[src/rtl/bram_access_arbiter.sv]
// Shares one BRAM port between CPU, DMA and prefetch using CPU>DMA>PF priority with aging.
// Has a registered issue stage and a tag pipeline that routes each read return to its owner.
module bram_access_arbiter #(
  parameter int RD_LATENCY   = 10,
  parameter int STARVE_LIMIT = 8,
  parameter int AGE_W        = 4
) (
  input  logic        i_clk,
  input  logic        i_rst,
  input  logic        i_cpu_stb,
  input  logic        i_cpu_we,
  input  logic [12:0] i_cpu_addr,
  input  logic [31:0] i_cpu_wdata,
  output logic        o_cpu_ack,
  output logic [31:0] o_cpu_rdata,
  input  logic        i_dma_req,
  input  logic        i_dma_we,
  input  logic [12:0] i_dma_addr,
  input  logic [31:0] i_dma_wdata,
  output logic        o_dma_gnt,
  output logic        o_dma_rvalid,
  output logic [31:0] o_dma_rdata,
  input  logic        i_pf_req,
  input  logic [12:0] i_pf_addr,
  output logic        o_pf_gnt,
  output logic        o_pf_rvalid,
  output logic [31:0] o_pf_rdata,
  output logic        o_brc_in_valid,
  output logic        o_brc_wr,
  output logic [12:0] o_brc_addr,
  output logic [31:0] o_brc_di,
  output logic [1:0]  o_brc_reader_sel,
  input  logic [31:0] i_brc_do
);
  localparam logic [1:0]       SEL_DMA = 2'b00;
  localparam logic [1:0]       SEL_CPU = 2'b01;
  localparam logic [1:0]       SEL_PF  = 2'b10;
  localparam logic [AGE_W-1:0] AGE_MAX = AGE_W'(STARVE_LIMIT);

  logic                       r_cpu_busy;
  logic                       r_cpu_wack;
  logic [AGE_W-1:0]           r_age_cpu, r_age_dma, r_age_pf;
  logic                       r_brc_in_valid, r_brc_wr;
  logic [12:0]                r_brc_addr;
  logic [31:0]                r_brc_di;
  logic [1:0]                 r_brc_sel;
  logic [RD_LATENCY-1:0]      r_tag_vld;
  logic [RD_LATENCY-1:0][1:0] r_tag_sel;

  logic       w_elig_cpu, w_elig_dma, w_elig_pf;
  logic       w_gnt_cpu, w_gnt_dma, w_gnt_pf;
  logic       w_issue_rd, w_ret_vld;
  logic [1:0] w_ret_sel;

  function automatic logic [AGE_W-1:0] next_age(input logic elig, input logic gnt,
                                                input logic [AGE_W-1:0] age);
    if (!elig || gnt) return '0;
    if (age == AGE_MAX) return age;
    return age + 1'b1;
  endfunction

  // Grants are suppressed during reset so no request is accepted and then dropped.
  always_comb begin
    w_elig_cpu = i_cpu_stb & ~r_cpu_busy & ~i_rst;
    w_elig_dma = i_dma_req & ~i_rst;
    w_elig_pf  = i_pf_req & ~i_rst;
    w_gnt_cpu  = 1'b0;
    w_gnt_dma  = 1'b0;
    w_gnt_pf   = 1'b0;
    if (w_elig_cpu && r_age_cpu == AGE_MAX)      w_gnt_cpu = 1'b1;
    else if (w_elig_dma && r_age_dma == AGE_MAX) w_gnt_dma = 1'b1;
    else if (w_elig_pf && r_age_pf == AGE_MAX)   w_gnt_pf  = 1'b1;
    else if (w_elig_cpu)                         w_gnt_cpu = 1'b1;
    else if (w_elig_dma)                         w_gnt_dma = 1'b1;
    else if (w_elig_pf)                          w_gnt_pf  = 1'b1;
  end

  always_ff @(posedge i_clk) begin
    if (i_rst) begin
      r_brc_in_valid <= 1'b0;
      r_brc_wr       <= 1'b0;
      r_brc_addr     <= '0;
      r_brc_di       <= '0;
      r_brc_sel      <= '0;
    end else begin
      r_brc_in_valid <= w_gnt_cpu | w_gnt_dma | w_gnt_pf;
      r_brc_wr       <= 1'b0;
      r_brc_addr     <= '0;
      r_brc_di       <= '0;
      r_brc_sel      <= '0;
      if (w_gnt_cpu) begin
        r_brc_wr   <= i_cpu_we;
        r_brc_addr <= i_cpu_addr;
        r_brc_di   <= i_cpu_wdata;
        r_brc_sel  <= SEL_CPU;
      end else if (w_gnt_dma) begin
        r_brc_wr   <= i_dma_we;
        r_brc_addr <= i_dma_addr;
        r_brc_di   <= i_dma_wdata;
        r_brc_sel  <= SEL_DMA;
      end else if (w_gnt_pf) begin
        r_brc_addr <= i_pf_addr;
        r_brc_sel  <= SEL_PF;
      end
    end
  end

  always_ff @(posedge i_clk) begin
    if (i_rst) begin
      r_cpu_busy <= 1'b0;
      r_cpu_wack <= 1'b0;
      r_age_cpu  <= '0;
      r_age_dma  <= '0;
      r_age_pf   <= '0;
      r_tag_vld  <= '0;
      r_tag_sel  <= '0;
    end else begin
      r_age_cpu  <= next_age(w_elig_cpu, w_gnt_cpu, r_age_cpu);
      r_age_dma  <= next_age(w_elig_dma, w_gnt_dma, r_age_dma);
      r_age_pf   <= next_age(w_elig_pf, w_gnt_pf, r_age_pf);
      r_cpu_wack <= r_brc_in_valid & r_brc_wr & (r_brc_sel == SEL_CPU);
      r_tag_vld  <= {r_tag_vld[RD_LATENCY-2:0], w_issue_rd};
      r_tag_sel  <= {r_tag_sel[RD_LATENCY-2:0], r_brc_sel};
      // Busy drops only after the ack cycle, so a held strobe is not regranted during the ack.
      if (w_gnt_cpu)      r_cpu_busy <= 1'b1;
      else if (o_cpu_ack) r_cpu_busy <= 1'b0;
    end
  end

  assign w_issue_rd = r_brc_in_valid & ~r_brc_wr;
  assign w_ret_vld  = r_tag_vld[RD_LATENCY-1];
  assign w_ret_sel  = r_tag_sel[RD_LATENCY-1];

  assign o_dma_gnt        = w_gnt_dma;
  assign o_pf_gnt         = w_gnt_pf;
  assign o_brc_in_valid   = r_brc_in_valid;
  assign o_brc_wr         = r_brc_wr;
  assign o_brc_addr       = r_brc_addr;
  assign o_brc_di         = r_brc_di;
  assign o_brc_reader_sel = r_brc_sel;

  assign o_cpu_ack    = r_cpu_wack | (w_ret_vld & (w_ret_sel == SEL_CPU));
  assign o_cpu_rdata  = (w_ret_vld && w_ret_sel == SEL_CPU) ? i_brc_do : '0;
  assign o_dma_rvalid = w_ret_vld & (w_ret_sel == SEL_DMA);
  assign o_dma_rdata  = o_dma_rvalid ? i_brc_do : '0;
  assign o_pf_rvalid  = w_ret_vld & (w_ret_sel == SEL_PF);
  assign o_pf_rdata   = o_pf_rvalid ? i_brc_do : '0;
endmodule

[config.mk]
export PLATFORM = sky130hd
export DESIGN_NAME = bram_access_arbiter
export DESIGN_NICKNAME = d
export VERILOG_FILES = /design/src/rtl/bram_access_arbiter.sv
export SDC_FILE = /design/constraint.sdc
export NUM_CORES = 1
export LEC_CHECK = 0
export BUFFER_PORTS_ARGS = -buffer_cell sky130_fd_sc_hd__buf_2
export CAP_MARGIN = 20
export CELL_PAD_IN_SITES_DETAIL_PLACEMENT = 0
export CELL_PAD_IN_SITES_GLOBAL_PLACEMENT = 2
export CORE_MARGIN = 5
export CORE_UTILIZATION = 24
export CTS_BUF_LIST = sky130_fd_sc_hd__clkbuf_2 sky130_fd_sc_hd__clkbuf_4 sky130_fd_sc_hd__clkbuf_8
export CTS_CLUSTER_SIZE = 16
export DETAILED_ROUTE_END_ITERATION = 8
export GPL_TIMING_DRIVEN = 0
export PLACE_DENSITY = 0.95
export REMOVE_ABC_BUFFERS = 1
export SYNTH_ARGS = -nofsm -noshare
export SYNTH_HDL_FRONTEND = slang
export SYNTH_SLANG_ARGS = --single-unit
[constraint.sdc]
create_clock -name i_clk -period 3.1 [get_ports i_clk]
set_input_delay 0.31 -clock i_clk [delete_from_list [all_inputs] [get_ports i_clk]]
set_output_delay 0.31 -clock i_clk [all_outputs]
set_load 0.02 [all_outputs]
== Word level (Yosys, flattened, before mapping) ==
Index checks and enable logic that the tools add are counted.
Cells by class
  add/subtract/negate cells: 3
  equal/unequal tests: 9
  mux-type cells: 57
  bitwise logic cells: 16
  reductions and logical operators: 13
Operator list (count)
  2-to-1 mux 32 bit: 5
  2-to-1 mux 4 bit: 12
  2-to-1 mux 13 bit: 3
  2-to-1 mux 1 bit: 36
  adder 4 x 1 -> 4 bit (second input constant): 3
  == test 4 bit (second input constant): 3
  bitwise AND 1 bit: 10
  inequality test 3 bit (second input constant): 3
  == test 2 x 1 -> 1 bit (second input constant): 2
  logical AND 1 bit: 4
  zero test 1 bit: 3
  logical OR 1 bit: 3
  NOT 1 bit: 3
  OR 1 bit: 3
  OR reduction 3 bit: 1
  == test 2 bit (second input constant): 1
  zero test 2 bit: 1
  2-to-1 mux 2 bit: 1
  nonzero test 2 bit: 1
Storage, ports and cells
  register bits: 93
  input port bits: 142
  output and inout bits: 150
  word-level logic and storage cells: 120

== Longest topological paths before layout ==
  word-level depth: 15
  mapped depth: 9
  mapped depth without buffers: 6

== Least setup slack after synthesis ==
OpenSTA, ideal clock, no wires.
  kind: register to register
  start point: reg r_age_dma[0]
  end point: reg r_brc_di[11], in the netlist o_brc_di[11]
  library setup time: 0.117 ns
  arrival: 1.759 ns
  required time: 2.983 ns
  slack: 1.224 ns
  cell stages (with the launch flop): 10
  clock period less this slack: 1.876 ns
  path through: dfxtp_1 > inv_1 > ha_1 > and3b_1 > clkbuf_1 > nor3_1 > nor3_1 > buf_2 > buf_6 > a22o_1
On the way
  longest elaborated chain between the ends: 6
  elaborated cells between the ends (all ways): 8
  those cells by class: eq/ne: 1; mux: 6; reduce/logical: 1
Ends and longest elaborated chain
  from (decl): line 42  | logic [AGE_W-1:0] r_age_cpu, r_age_dma, r_age_pf;
  from (signal assigned): line 119  | r_age_dma <= next_age(w_elig_dma, w_gnt_dma, r_age_dma);
  == test 4 bit: line 71  | else if (w_elig_dma && r_age_dma == AGE_MAX) w_gnt_dma = 1'b1;
  logical AND 1 bit: line 71
  2-to-1 mux 1 bit: line 71
  2-to-1 mux 1 bit: line 70  | if (w_elig_cpu && r_age_cpu == AGE_MAX) w_gnt_cpu = 1'b1;
  named net o_dma_gnt: line 20  | output logic o_dma_gnt,
  2-to-1 mux 32 bit: line 96  | end else if (w_gnt_dma) begin
  2-to-1 mux 32 bit: line 91  | if (w_gnt_cpu) begin
  to (signal assigned): line 94  | r_brc_di <= i_cpu_wdata;
  to (signal assigned): line 99  | r_brc_di <= i_dma_wdata;
  to (decl): line 45  | logic [31:0] r_brc_di;
The timed path passes the listed nets, and every way through them passes these cells.
A chain may end at the register's enable or synchronous reset.

== Final worst setup path ==
  start point: reg r_age_dma[0]
  end point: out o_dma_gnt
On the way
  longest elaborated chain between the ends: 4
Ends and longest elaborated chain (line)
  == test 4 bit: 71
  logical AND 1 bit: 71
  2-to-1 mux 1 bit: 71
  2-to-1 mux 1 bit: 70
  to (decl): 20
Every way passes these cells.

==> flow_metrics.py <==
metrics = {
    "finish": {
        "final_common_cell": "buf_2",
        "drive_gt1_share_pct": 47.7,
        "n_antenna_cell": 0,
        "layout_common_cells": "buf_2 (291), and2_1 (96), dfxtp_1 (93)",
        "instances_no_fill": 895,
        "layout.nets": 822,
        "fill_cells": 1705,
        "postLayoutCoreUtil_pct": 36.0,
        "final_area_mm2": 0.00576,
        "synthToLayoutAreaGrowth_pct": 46.0,
    },
    "logic_synthesis": {
        "ys_seq_area_share_pct": 47.2,
        "synth_area_mm2": 0.00395,
        "yosysWarnings": 0,
        "synth_seq_cells": 93,
        "postSynthAreaPerCell_um2": 9.97,
        "syn_inst": 396,
        "synth.distinct_cells": 35,
    },
    "sta": {
        "tns_ps": 0,
        "tightest_slew_ps": 994,
        "worst_slack_ps": 373,
        "slew_headroom_pct": 33.8,
        "worst_hold_slack_ps": 153,
        "finClkSkew_ps": 12.2,
        "fmax_mhz": 367,
        "drv_slew": 0,
        "rsz0062_at_grt": "no",
        "final.min_clock_period_ps": 2730,
        "hold_violations": 0,
        "finalSetupViolations": 0,
        "min_period_over_period_pct": 88.0,
    },
    "critical_path": {
        "cp-startpoint": "r_age_dma[0]",
        "crit_arrival_ps": 2420,
        "rrSetupSlack_ps": 490,
        "reg2reg_to": "o_brc_di[19]",
        "worstReg2RegStart": "r_age_dma[0]",
        "crit_fanout": 11,
        "endpoint": "o_dma_gnt",
        "required_ps": 2790,
        "critPathCaptureType": "output port",
        "start_kind": "register",
        "critical_path_class": "reg2out",
        "worstRegToRegCells": 9,
    },
    "global_route": {
        "grt_max_degree": 40,
        "grt_pass1_wl_mm": 21.2,
        "antenna_found_initial": 0,
        "grt_pass1_vias": 3841,
        "overflow": 0,
        "grt_usage_pct": 13.7,
    },
    "floorplan": {
        "boundaryPins": 292,
        "placeableCoreArea_mm2": 0.0160,
        "fp.dieH_um": 138,
        "die_w_um": 138,
        "rows": 46,
        "start_util_pct": 24.7,
        "die_area_mm2": 0.0191,
    },
    "clock_tree": {
        "cts_inserted_buffers": 9,
        "clk_path_buf_depth": 2,
        "ctsRootBufferMaster": "clkbuf_8",
        "clkSinkCount": 93,
        "clock_latency_ps": 360,
        "h-tree-depth": 3,
        "clk_pin_slew_ps": 100,
        "post_cts_buffers": 0,
        "cts_tree": "built",
        "ctsResizeCount": 0,
        "cts_hold_buf": 0,
    },
    "placement": {
        "dp_cells": 878,
        "place_hpwl_mm": 11.2,
        "port_buffers": 291,
        "place_ws_ps": 170,
        "gp_congestion": 0.787,
        "placed_area_mm2": 0.00556,
    },
    "run_status": {
        "outcome": "complete, no violations",
    },
    "detailed_routing": {
        "drtIter0Drc": 115,
        "vias_per_cell": 4.22,
        "via_count": 3773,
        "wire_per_inst_um": 15.2,
        "dr.pass1.iters": 4,
        "routed_wl_mm": 13.6,
        "final_antenna_net_count": 0,
        "remaining_drc_errors": 0,
    },
    "hold_path": {
        "hold_class": "in2reg",
        "whs_path_depth": 2,
    },
    "pwr": {
        "p_total_mw": 2.40,
        "cellPowerDensity_mw_per_mm2": 416,
        "leakagePower_nw": 3.05,
        "ir_worst_vdd_mv": 0.231,
    },
    "job": {
        "drv_cap": 0,
    },
}
Yosys cell counts (all sizes together):
library cell | n | area, um2
a22o | 33 | 289
nor3 | 8 | 40.0
nor3b | 2 | 15.0
nor2 | 5 | 18.8
a21oi | 7 | 42.5
buf | 16 | 149
o21ba | 1 | 10.0
clkbuf | 14 | 52.6
o311ai | 1 | 8.76
nand4 | 1 | 6.26
nor2b | 29 | 181
and3b | 3 | 26.3
and2 | 96 | 601
o21bai | 2 | 15.0
nand2b | 5 | 38.8
inv | 20 | 75.1
nand3 | 6 | 30.0
o2bb2ai | 1 | 15.0
dfxtp | 93 | 1860
ha | 6 | 75.1
nand3b | 3 | 22.5
a211oi | 13 | 97.6
xor2 | 3 | 26.3
nor4 | 1 | 12.5
nand2 | 5 | 18.8
a221o | 13 | 130
or3b | 2 | 17.5
or2 | 2 | 12.5
mux2 | 1 | 11.3
o22ai | 1 | 20.0
xnor2 | 3 | 26.3
worst min-delay path by stage:
stage                     from           end  slack, ps
3_5_place_dp      r_tag_vld[8]  r_tag_vld[9]        430
4_1_cts         i_cpu_wdata[0]   o_brc_di[0]        120
6_report       i_cpu_wdata[11]  o_brc_di[11]        150
3_3_place_gp      r_tag_sel[2]  r_tag_sel[4]        420
5_1_grt         i_cpu_wdata[8]   o_brc_di[8]        120
2_1_floorplan            i_rst   r_age_pf[1]        380
registers in the layout, summed over array words and instances, names as in the netlist:
signal / count
o_brc_in_valid: 1
o_brc_reader_sel: 2
r_age_pf: 4
r_age_cpu: 4
r_age_dma: 4
o_brc_addr: 13
r_cpu_busy: 1
o_brc_wr: 1
r_tag_sel: 18
o_brc_di: 32
w_ret_sel: 2
r_cpu_wack: 1
r_tag_vld: 10
worst max-delay path: stages, from the launching register on:
cell,delay (ps)
dfxtp_1,340
inv_1,90
ha_1,180
and3b_1,310
a21oi_2,110
nor3_2,720
buf_2,300
kinds of logic (layout without fill, tap and decap cells):
| logic type | after synthesis | in the layout | share of synthesized area (%) |
|---|---|---|---|
| fa+ha+maj | 6 | 6 | 1.90 |
| flops | 93 | 93 | 47.2 |
| compound gates | 72 | 72 | 15.9 |
| xor+xnor | 6 | 6 | 1.33 |
| buf+inv | 50 | 333 | 7.01 |
| mux | 1 | 1 | 0.285 |
| simple gates | 168 | 168 | 26.4 |
area by class of cell:
class | count | area [um2] | share of cell area [%]
clock buffers | 9 | 124 | 2.15
repair buffers | 297 | 1530 | 26.6
inverters | 20 | 75.1 | 1.30
flip-flops and latches | 93 | 1860 | 32.3
multi-input cells | 253 | 1830 | 31.8
well taps | 216 | 270 | 4.69
clock inverters | 7 | 66.3 | 1.15
metal layers:
layer / wire, um / share of wire (%) / track usage [%] / up-vias
li1: - / - / - / 1892
met1: 5490 / 40 / 15.8 / 1665
met2: 6590 / 49 / 23.3 / 198
met3: 1270 / 9.3 / 5.17 / 18
met4: 245 / 1.8 / 4.73 / 0
met5: 0 / 0 / 0 / -
power by group:
group / internal (mW) / total [mW] / switching (mW)
registers: 1.25 / 1.27 / 0.0181
clock network: 0.310 / 0.773 / 0.464
logic: 0.159 / 0.354 / 0.195
(Power assumes the default switching activity.)
